<file path="src/rtl/morse_pkg.sv">
// Shared definitions for the Morse transmit path: code space, FSM states,
// element/gap lengths in units, and the lookup record returned by morse_rom.
package morse_pkg;

   localparam logic [5:0] CODE_SPACE     = 6'd36;
   localparam logic [5:0] CODE_MAX_VALID = 6'd36;

   typedef enum logic [2:0] {
      ST_IDLE  = 3'd0,
      ST_MARK  = 3'd1,
      ST_GAP   = 3'd2,
      ST_CGAP  = 3'd3,
      ST_SPACE = 3'd4,
      ST_ERR   = 3'd5
   } morse_state_t;

   localparam int unsigned UNITS_DOT    = 1;
   localparam int unsigned UNITS_DASH   = 3;
   localparam int unsigned UNITS_EGAP   = 1;
   localparam int unsigned UNITS_CGAP   = 3;
   localparam int unsigned UNITS_WSPACE = 4;

   // pat is MSB-first, 1 = dash; only the top len bits are meaningful.
   typedef struct packed {
      logic [2:0] len;
      logic [4:0] pat;
   } morse_lut_t;

   // Unit counter runs 0..units-1, so the terminal value is units-1.
   function automatic logic [1:0] last_unit(input int unsigned units);
      return 2'(units - 1);
   endfunction

endpackage

</file>
<file path="src/rtl/morse_rom.sv">
// Combinational character code -> {valid, len, pat} lookup (ITU A-Z, 0-9).
// Codes 36..63 report valid = 0; the word space is handled by the caller.
module morse_rom
   import morse_pkg::*;
(
   input  logic [5:0]  i_code,
   output logic        o_valid,
   output morse_lut_t  o_lut
);

   always_comb begin
      o_valid = 1'b1;
      o_lut   = '0;
      case (i_code)
         6'd0:  o_lut = '{len: 3'd5, pat: 5'b11111};
         6'd1:  o_lut = '{len: 3'd5, pat: 5'b01111};
         6'd2:  o_lut = '{len: 3'd5, pat: 5'b00111};
         6'd3:  o_lut = '{len: 3'd5, pat: 5'b00011};
         6'd4:  o_lut = '{len: 3'd5, pat: 5'b00001};
         6'd5:  o_lut = '{len: 3'd5, pat: 5'b00000};
         6'd6:  o_lut = '{len: 3'd5, pat: 5'b10000};
         6'd7:  o_lut = '{len: 3'd5, pat: 5'b11000};
         6'd8:  o_lut = '{len: 3'd5, pat: 5'b11100};
         6'd9:  o_lut = '{len: 3'd5, pat: 5'b11110};
         6'd10: o_lut = '{len: 3'd2, pat: 5'b01000};
         6'd11: o_lut = '{len: 3'd4, pat: 5'b10000};
         6'd12: o_lut = '{len: 3'd4, pat: 5'b10100};
         6'd13: o_lut = '{len: 3'd3, pat: 5'b10000};
         6'd14: o_lut = '{len: 3'd1, pat: 5'b00000};
         6'd15: o_lut = '{len: 3'd4, pat: 5'b00100};
         6'd16: o_lut = '{len: 3'd3, pat: 5'b11000};
         6'd17: o_lut = '{len: 3'd4, pat: 5'b00000};
         6'd18: o_lut = '{len: 3'd2, pat: 5'b00000};
         6'd19: o_lut = '{len: 3'd4, pat: 5'b01110};
         6'd20: o_lut = '{len: 3'd3, pat: 5'b10100};
         6'd21: o_lut = '{len: 3'd4, pat: 5'b01000};
         6'd22: o_lut = '{len: 3'd2, pat: 5'b11000};
         6'd23: o_lut = '{len: 3'd2, pat: 5'b10000};
         6'd24: o_lut = '{len: 3'd3, pat: 5'b11100};
         6'd25: o_lut = '{len: 3'd4, pat: 5'b01100};
         6'd26: o_lut = '{len: 3'd4, pat: 5'b11010};
         6'd27: o_lut = '{len: 3'd3, pat: 5'b01000};
         6'd28: o_lut = '{len: 3'd3, pat: 5'b00000};
         6'd29: o_lut = '{len: 3'd1, pat: 5'b10000};
         6'd30: o_lut = '{len: 3'd3, pat: 5'b00100};
         6'd31: o_lut = '{len: 3'd4, pat: 5'b00010};
         6'd32: o_lut = '{len: 3'd3, pat: 5'b01100};
         6'd33: o_lut = '{len: 3'd4, pat: 5'b10010};
         6'd34: o_lut = '{len: 3'd4, pat: 5'b10110};
         6'd35: o_lut = '{len: 3'd4, pat: 5'b11000};
         default: o_valid = 1'b0;
      endcase
   end

endmodule

</file>
<file path="src/rtl/morse_encoder.sv">
// Morse keying transmitter: accepts one character code per valid/ready
// handshake and plays its mark/space sequence on key, timed in dot units.
module morse_encoder
   import morse_pkg::*;
#(
   parameter int unsigned DOT_CYCLES = 12_000_000
)
(
   input  logic          clk,
   input  logic          res,
   input  logic          data_valid,
   input  logic [5:0]    char_data,
   output logic          ready,
   output logic          key,
   output logic          done,
   output logic          err,
   output morse_state_t  o_dbg_state
);

   // Handshake: a character transfers on any rising edge where
   // data_valid & ready; ready is IDLE decoded from the state register only.
   localparam int unsigned CW = (DOT_CYCLES > 1) ? $clog2(DOT_CYCLES) : 1;
   localparam logic [CW-1:0] CYC_LAST = CW'(DOT_CYCLES - 1);

   morse_state_t  r_state;
   logic [CW-1:0] r_cyc;
   logic [1:0]    r_unit;
   logic [2:0]    r_idx;
   morse_lut_t    r_lut;
   logic          r_key;
   logic          r_done;
   logic          r_err;

   logic          w_rom_valid;
   morse_lut_t    w_rom_lut;
   logic [4:0]    w_pat_shift;
   logic          w_cur_dash;
   logic          w_last_elem;
   logic [1:0]    w_last_unit;
   logic          w_tick;
   logic          w_unit_end;

   morse_rom u_rom (
      .i_code  (char_data),
      .o_valid (w_rom_valid),
      .o_lut   (w_rom_lut)
   );

   assign w_pat_shift = r_lut.pat << r_idx;
   assign w_cur_dash  = w_pat_shift[4];
   assign w_last_elem = (r_idx == 3'(r_lut.len - 3'd1));
   assign w_tick      = (r_cyc == CYC_LAST);
   assign w_unit_end  = w_tick && (r_unit == w_last_unit);

   always_comb begin
      w_last_unit = 2'd0;
      case (r_state)
         ST_MARK:  w_last_unit = w_cur_dash ? last_unit(UNITS_DASH) : last_unit(UNITS_DOT);
         ST_GAP:   w_last_unit = last_unit(UNITS_EGAP);
         ST_CGAP:  w_last_unit = last_unit(UNITS_CGAP);
         ST_SPACE: w_last_unit = last_unit(UNITS_WSPACE);
         default:  w_last_unit = 2'd0;
      endcase
   end

   always_ff @(posedge clk or negedge res) begin
      if (!res) begin
         r_state <= ST_IDLE;
         r_cyc   <= '0;
         r_unit  <= 2'd0;
         r_idx   <= 3'd0;
         r_lut   <= '0;
         r_key   <= 1'b0;
         r_done  <= 1'b0;
         r_err   <= 1'b0;
      end else begin
         r_done <= 1'b0;
         r_err  <= 1'b0;
         // Timed states share one cycle/unit counter pair, cleared at each unit boundary.
         if (r_state != ST_IDLE && r_state != ST_ERR) begin
            if (w_tick) begin
               r_cyc  <= '0;
               r_unit <= w_unit_end ? 2'd0 : r_unit + 2'd1;
            end else begin
               r_cyc <= r_cyc + CW'(1);
            end
         end
         case (r_state)
            ST_IDLE: begin
               r_cyc  <= '0;
               r_unit <= 2'd0;
               r_idx  <= 3'd0;
               if (data_valid) begin
                  r_lut <= w_rom_lut;
                  if (char_data == CODE_SPACE) begin
                     r_state <= ST_SPACE;
                  end else if (!w_rom_valid) begin
                     r_state <= ST_ERR;
                     r_err   <= 1'b1;
                  end else begin
                     r_state <= ST_MARK;
                     r_key   <= 1'b1;
                  end
               end
            end
            ST_MARK: begin
               if (w_unit_end) begin
                  r_key   <= 1'b0;
                  r_state <= w_last_elem ? ST_CGAP : ST_GAP;
               end
            end
            ST_GAP: begin
               if (w_unit_end) begin
                  r_key   <= 1'b1;
                  r_idx   <= r_idx + 3'd1;
                  r_state <= ST_MARK;
               end
            end
            ST_CGAP, ST_SPACE: begin
               if (w_unit_end) begin
                  r_done  <= 1'b1;
                  r_state <= ST_IDLE;
               end
            end
            ST_ERR: begin
               r_state <= ST_IDLE;
            end
            default: begin
               r_key   <= 1'b0;
               r_state <= ST_IDLE;
            end
         endcase
      end
   end

   assign ready       = (r_state == ST_IDLE);
   assign key         = r_key;
   assign done        = r_done;
   assign err         = r_err;
   assign o_dbg_state = r_state;

endmodule

</file>
<file path="config.mk">
export PLATFORM = sky130hd
export DESIGN_NAME = morse_encoder
export DESIGN_NICKNAME = d
export VERILOG_FILES = /design/src/rtl/morse_pkg.sv /design/src/rtl/morse_rom.sv /design/src/rtl/morse_encoder.sv
export SDC_FILE = /design/constraint.sdc
export NUM_CORES = 1
export LEC_CHECK = 0
export CAP_MARGIN = 20
export CORE_ASPECT_RATIO = 1.2
export CORE_UTILIZATION = 30
export CTS_BUF_LIST = sky130_fd_sc_hd__clkbuf_8
export CTS_CLUSTER_DIAMETER = 60
export DETAILED_ROUTE_END_ITERATION = 7
export GPL_TIMING_DRIVEN = 0
export PLACE_DENSITY = 0.56
export SLEW_MARGIN = 25
export SYNTH_ARGS = -nofsm -noshare
export SYNTH_HDL_FRONTEND = slang
export SYNTH_SLANG_ARGS = --single-unit
</file>
<file path="constraint.sdc">
create_clock -name clk -period 3.1 [get_ports clk]
set_clock_uncertainty 0.05 [all_clocks]
set_input_delay 0.31 -clock clk [delete_from_list [all_inputs] [get_ports clk]]
set_output_delay 0.31 -clock clk [all_outputs]
set_load 0.02 [all_outputs]
</file>
==> impl_results.md, run 1 <==
- Count of state elements after synthesis: 43
- Post-Syn Area per Cell: a little over 8 um^2
- Vias per inst: 5.11
- Synth async-reset ratio: 1.00
- Non-Filler Cell Area, Final: 3280 um^2
- Vias in the first global route: 2418
- Clk Latency, worst-skew pair: 0.30 ns
- Remaining routing DRC violations: 0
- Commonest non-fill, non-tap cell in the layout: sky130_fd_sc_hd__nor2_1
- Deepest clock path buffer count: 2
- Area taken by flip-flops and latches: around 1100 um^2
- Initial cell density of the core: 0.312
- Maximum net fanout on the critical path: 10
- Power density over the cells: 467 nW/um^2
- Die Area: 9900 um^2
- Critical Setup Path Class: flop to primary output
- Worst path buffer plus inverter count: 3
- Number of I/O pins: 16
- Finished Core Util: 0.360
- Cell area reported after detailed placement: 3160 um^2
- Synth cell types: 57
- Number of setup buffers added after CTS: 0
- Fin nets: 379
- Final Routed Wirelength: 6520 um
- Number of enable flip-flop cells after synthesis: 0
- Top cell family by delay on the critical path: buffers and inverters
- TritonCTS sink count: 43
- Cells after DPL: 479
- Max Clk Rate: 385 MHz
- Number of nets with antenna violations after routing: 0
- Vias after detailed routing: 2495
- Total iterations of the first detailed-routing run: 4
- Top library cells by usage in the layout, fill and taps aside: sky130_fd_sc_hd__nor2_1 (44), sky130_fd_sc_hd__dfrtp_1 (43), sky130_fd_sc_hd__nand2_1 (38)
- Std cell rows: 38
- Unrepaired setup endpoints after global routing: false
- Total gr overflow: 0
- Count of buffers inserted at the top-level ports: 14
- Share of post-route cells with drive strength above 1: 0.0707
- Combined global-route utilization of all metal layers: 0.144
- Slew HR: 0.657
- Slowest stage cell on the critical path: sky130_fd_sc_hd__clkdlybuf4s50_1
- Kind of start point of the critical path: flop
- Syn Nets: 356
- Static leakage: 0.00136 uW
- Largest net degree at the start of global routing: 29
- Final setup violation count: 0
- Synthesized instance count: ~340
- Area grow syn2layout: 15.2%
- Layout Cells excl Fill: 488
- Number of buffers inserted during clock tree synthesis: 5
- Worst ir drop on vdd: 0.000217 V
- Worst-margin pin slew: 0.510 ns
- Hpwl dp: 4860 um
- Filler cell count: roughly 970
- Multi-input gate area: approximately 1600 um^2
- Wirelength per Cell: ~13 um
- Critical-path cell list: buf_6, or3_1, inv_1, clkdlybuf4s50_1
- First-pass GRT wire length: 11600 um
- Top_reg_cell synth: sky130_fd_sc_hd__dfrtp_1
- Ys Warns: 0
- Total standard cell area after synthesis: 2850 um^2
- Worst-case register-to-register setup slack: a little under 0.7 ns
- Setup TNS: 0 ns
- Final Wtd Congestion: 0.864
- Die Height: ~110 um
- Final worst path period need: roughly 2.6 ns
- Reg-to-Reg End: r_cyc[7]$_DFFE_PN0P_
- Type of the tightest min-delay check: input port to asynchronous set/reset pin
- Hold Violations, Final: 0
- # Max-Cap Violations: 0
- Floorplan Core Area: 9130 um^2
- Status: completed
- Final cycle utilization of the critical path: 0.839
- Number of antenna diodes: 0
- Critical path capture point type: primary output
- Data arrival, critical path: 2.24 ns
- Clock edge transition at the registers on the reported setup and hold paths: 0.08 ns
- Clock tree from TritonCTS: done
- Number of antenna violations at the first check in global routing: 0
- Die width: 91.0 um
- Total count of max-transition violations in the final report: 0
- Sequential fraction of the synthesis area: 0.378
- Total number of H-tree levels: 2
- Worst Reg2Reg Path Length in Cells: 7
- Slowest Stage Delay on Critical Path: 0.65 ns
- Initial drt markers: 175
- Required time reported for the critical path endpoint: 2.74 ns
- Clock root buffer: sky130_fd_sc_hd__clkbuf_8
- Worst R2R Start: r_cyc[0]$_DFFE_PN0P_
[cell usage after synthesis (all sizes together), types with 8 or more instances]
cell,n,area share
a21oi,26,0.046
and3,8,0.021
buf,8,0.022
clkbuf,13,0.018
dfrtp,43,0.38
inv,10,0.013
nand2,38,0.050
nand3,17,0.030
nor2,44,0.058
nor2b,8,0.018
o21ai,27,0.047
xnor2,8,0.025
xor2,14,0.043
[routing by layer]
layer / global-route usage / vias up / routed length, um
li1: - / 1248 / -
met2: 0.242 / 43 / 3100
met1: 0.189 / 1196 / 3090
met4: 0.0454 / 0 / 122
met5: 0 / - / 0
met3: 0.0251 / 8 / 201
[worst register-to-register path, cell delays in order, from the launching register on]
cell and delay, ns:
sky130_fd_sc_hd__dfrtp_1 0.39, sky130_fd_sc_hd__ha_1 0.22, sky130_fd_sc_hd__nand4_1 0.09, sky130_fd_sc_hd__or2_2 0.32, sky130_fd_sc_hd__o31ai_4 0.39, sky130_fd_sc_hd__and2_0 0.31, sky130_fd_sc_hd__clkbuf_1 0.41, sky130_fd_sc_hd__nor2_1 0.11
[sequential cells by signal, indices dropped and copies added (netlist names)]
signal,cells
r_idx,3
r_cyc,24
r_lut,8
o_dbg_state,3
done,1
r_unit,2
key,1
err,1
[what timing repair did]
| action | 4_1_cts | 5_1_grt |
|---|---|---|
| hold buffers | 1 | 0 |
| hold endpoints to repair | 15 | 0 |
| resized for setup | 0 | 0 |
[report_power, final]
group	internal, uW	switching, uW	total (uW)
Combinational	159	190	349
Clock	261	193	454
Sequential	651	78.5	729
[per-stage QoR]
step	setup WS (ns)	hold slack [ns]	total power, uW
finish	0.499	0.412	1530
global route	0.404	0.432	1650
CTS	0.486	0.418	1560
detailed placement	0.590	0.211	1090
global placement	0.394	0.416	1080
floorplan	0.950	-0.0356	990
[area by class of cell]
cell class | instances | share of cell area
Clock buffer | 6 | 0.0252
Timing Repair Buffer | 16 | 0.0503
Inverter | 10 | 0.0114
Buffer | 21 | 0.0339
Clock inverter | 2 | 0.0107
Sequential cell | 43 | 0.328
Multi-Input combinational cell | 270 | 0.495
Tap cell | 120 | 0.0457
[cells by family (layout without fill, tap and decap cells)]
family                   count (synthesis)  count (layout)  synth area share
AND/OR/NAND/NOR                        154             154             0.267
buffers and inverters                   31              55            0.0522
XOR/XNOR                                22              22            0.0676
flip-flops                              43              43             0.378
AO/OA/AOI/OAI                           84              84             0.198
multiplexers                             6               6            0.0211
adder cells (fa/ha/maj)                  4               4            0.0167
[worst max-delay path by stage]
| stage | startpoint | endpoint | slack, ns | cells after the start |
|---|---|---|---|---|
| after global routing | o_dbg_state[2]$_DFFE_PN0P_ | ready | 0.40 | 4 |
| after CTS | o_dbg_state[2]$_DFFE_PN0P_ | ready | 0.49 | 4 |
| after detailed placement | char_data[2] | r_lut[5]$_DFFE_PN0P_ | 0.59 | 10 |
| after global placement | res | r_cyc[4]$_DFFE_PN0P_ | 0.39 | 1 |
| final | o_dbg_state[2]$_DFFE_PN0P_ | ready | 0.50 | 4 |
| after floorplan | o_dbg_state[0]$_DFFE_PN0P_ | r_unit[1]$_DFFE_PN0P_ | 0.95 | 9 |
Note: power is estimated with default switching activity, not from simulation.
==> inputs of run 2 (changes only) <==
Clock period 3.1 ns to 2.7 ns, I/O delays scaled along.
==> results of run 2 <==
The final DEF is identical to that of run 1. Status: completed.
Main changes from that run: setup slack after placement 0.590 ns -> 0.230 ns; setup slack after layout 0.499 ns -> 0.139 ns; hold slack 0.412 ns -> 0.372 ns; register-to-register setup slack 0.69 ns -> 0.29 ns; total power 1530 uW -> 1760 uW; worst IR drop on VDD 0.000217 V -> 0.000249 V
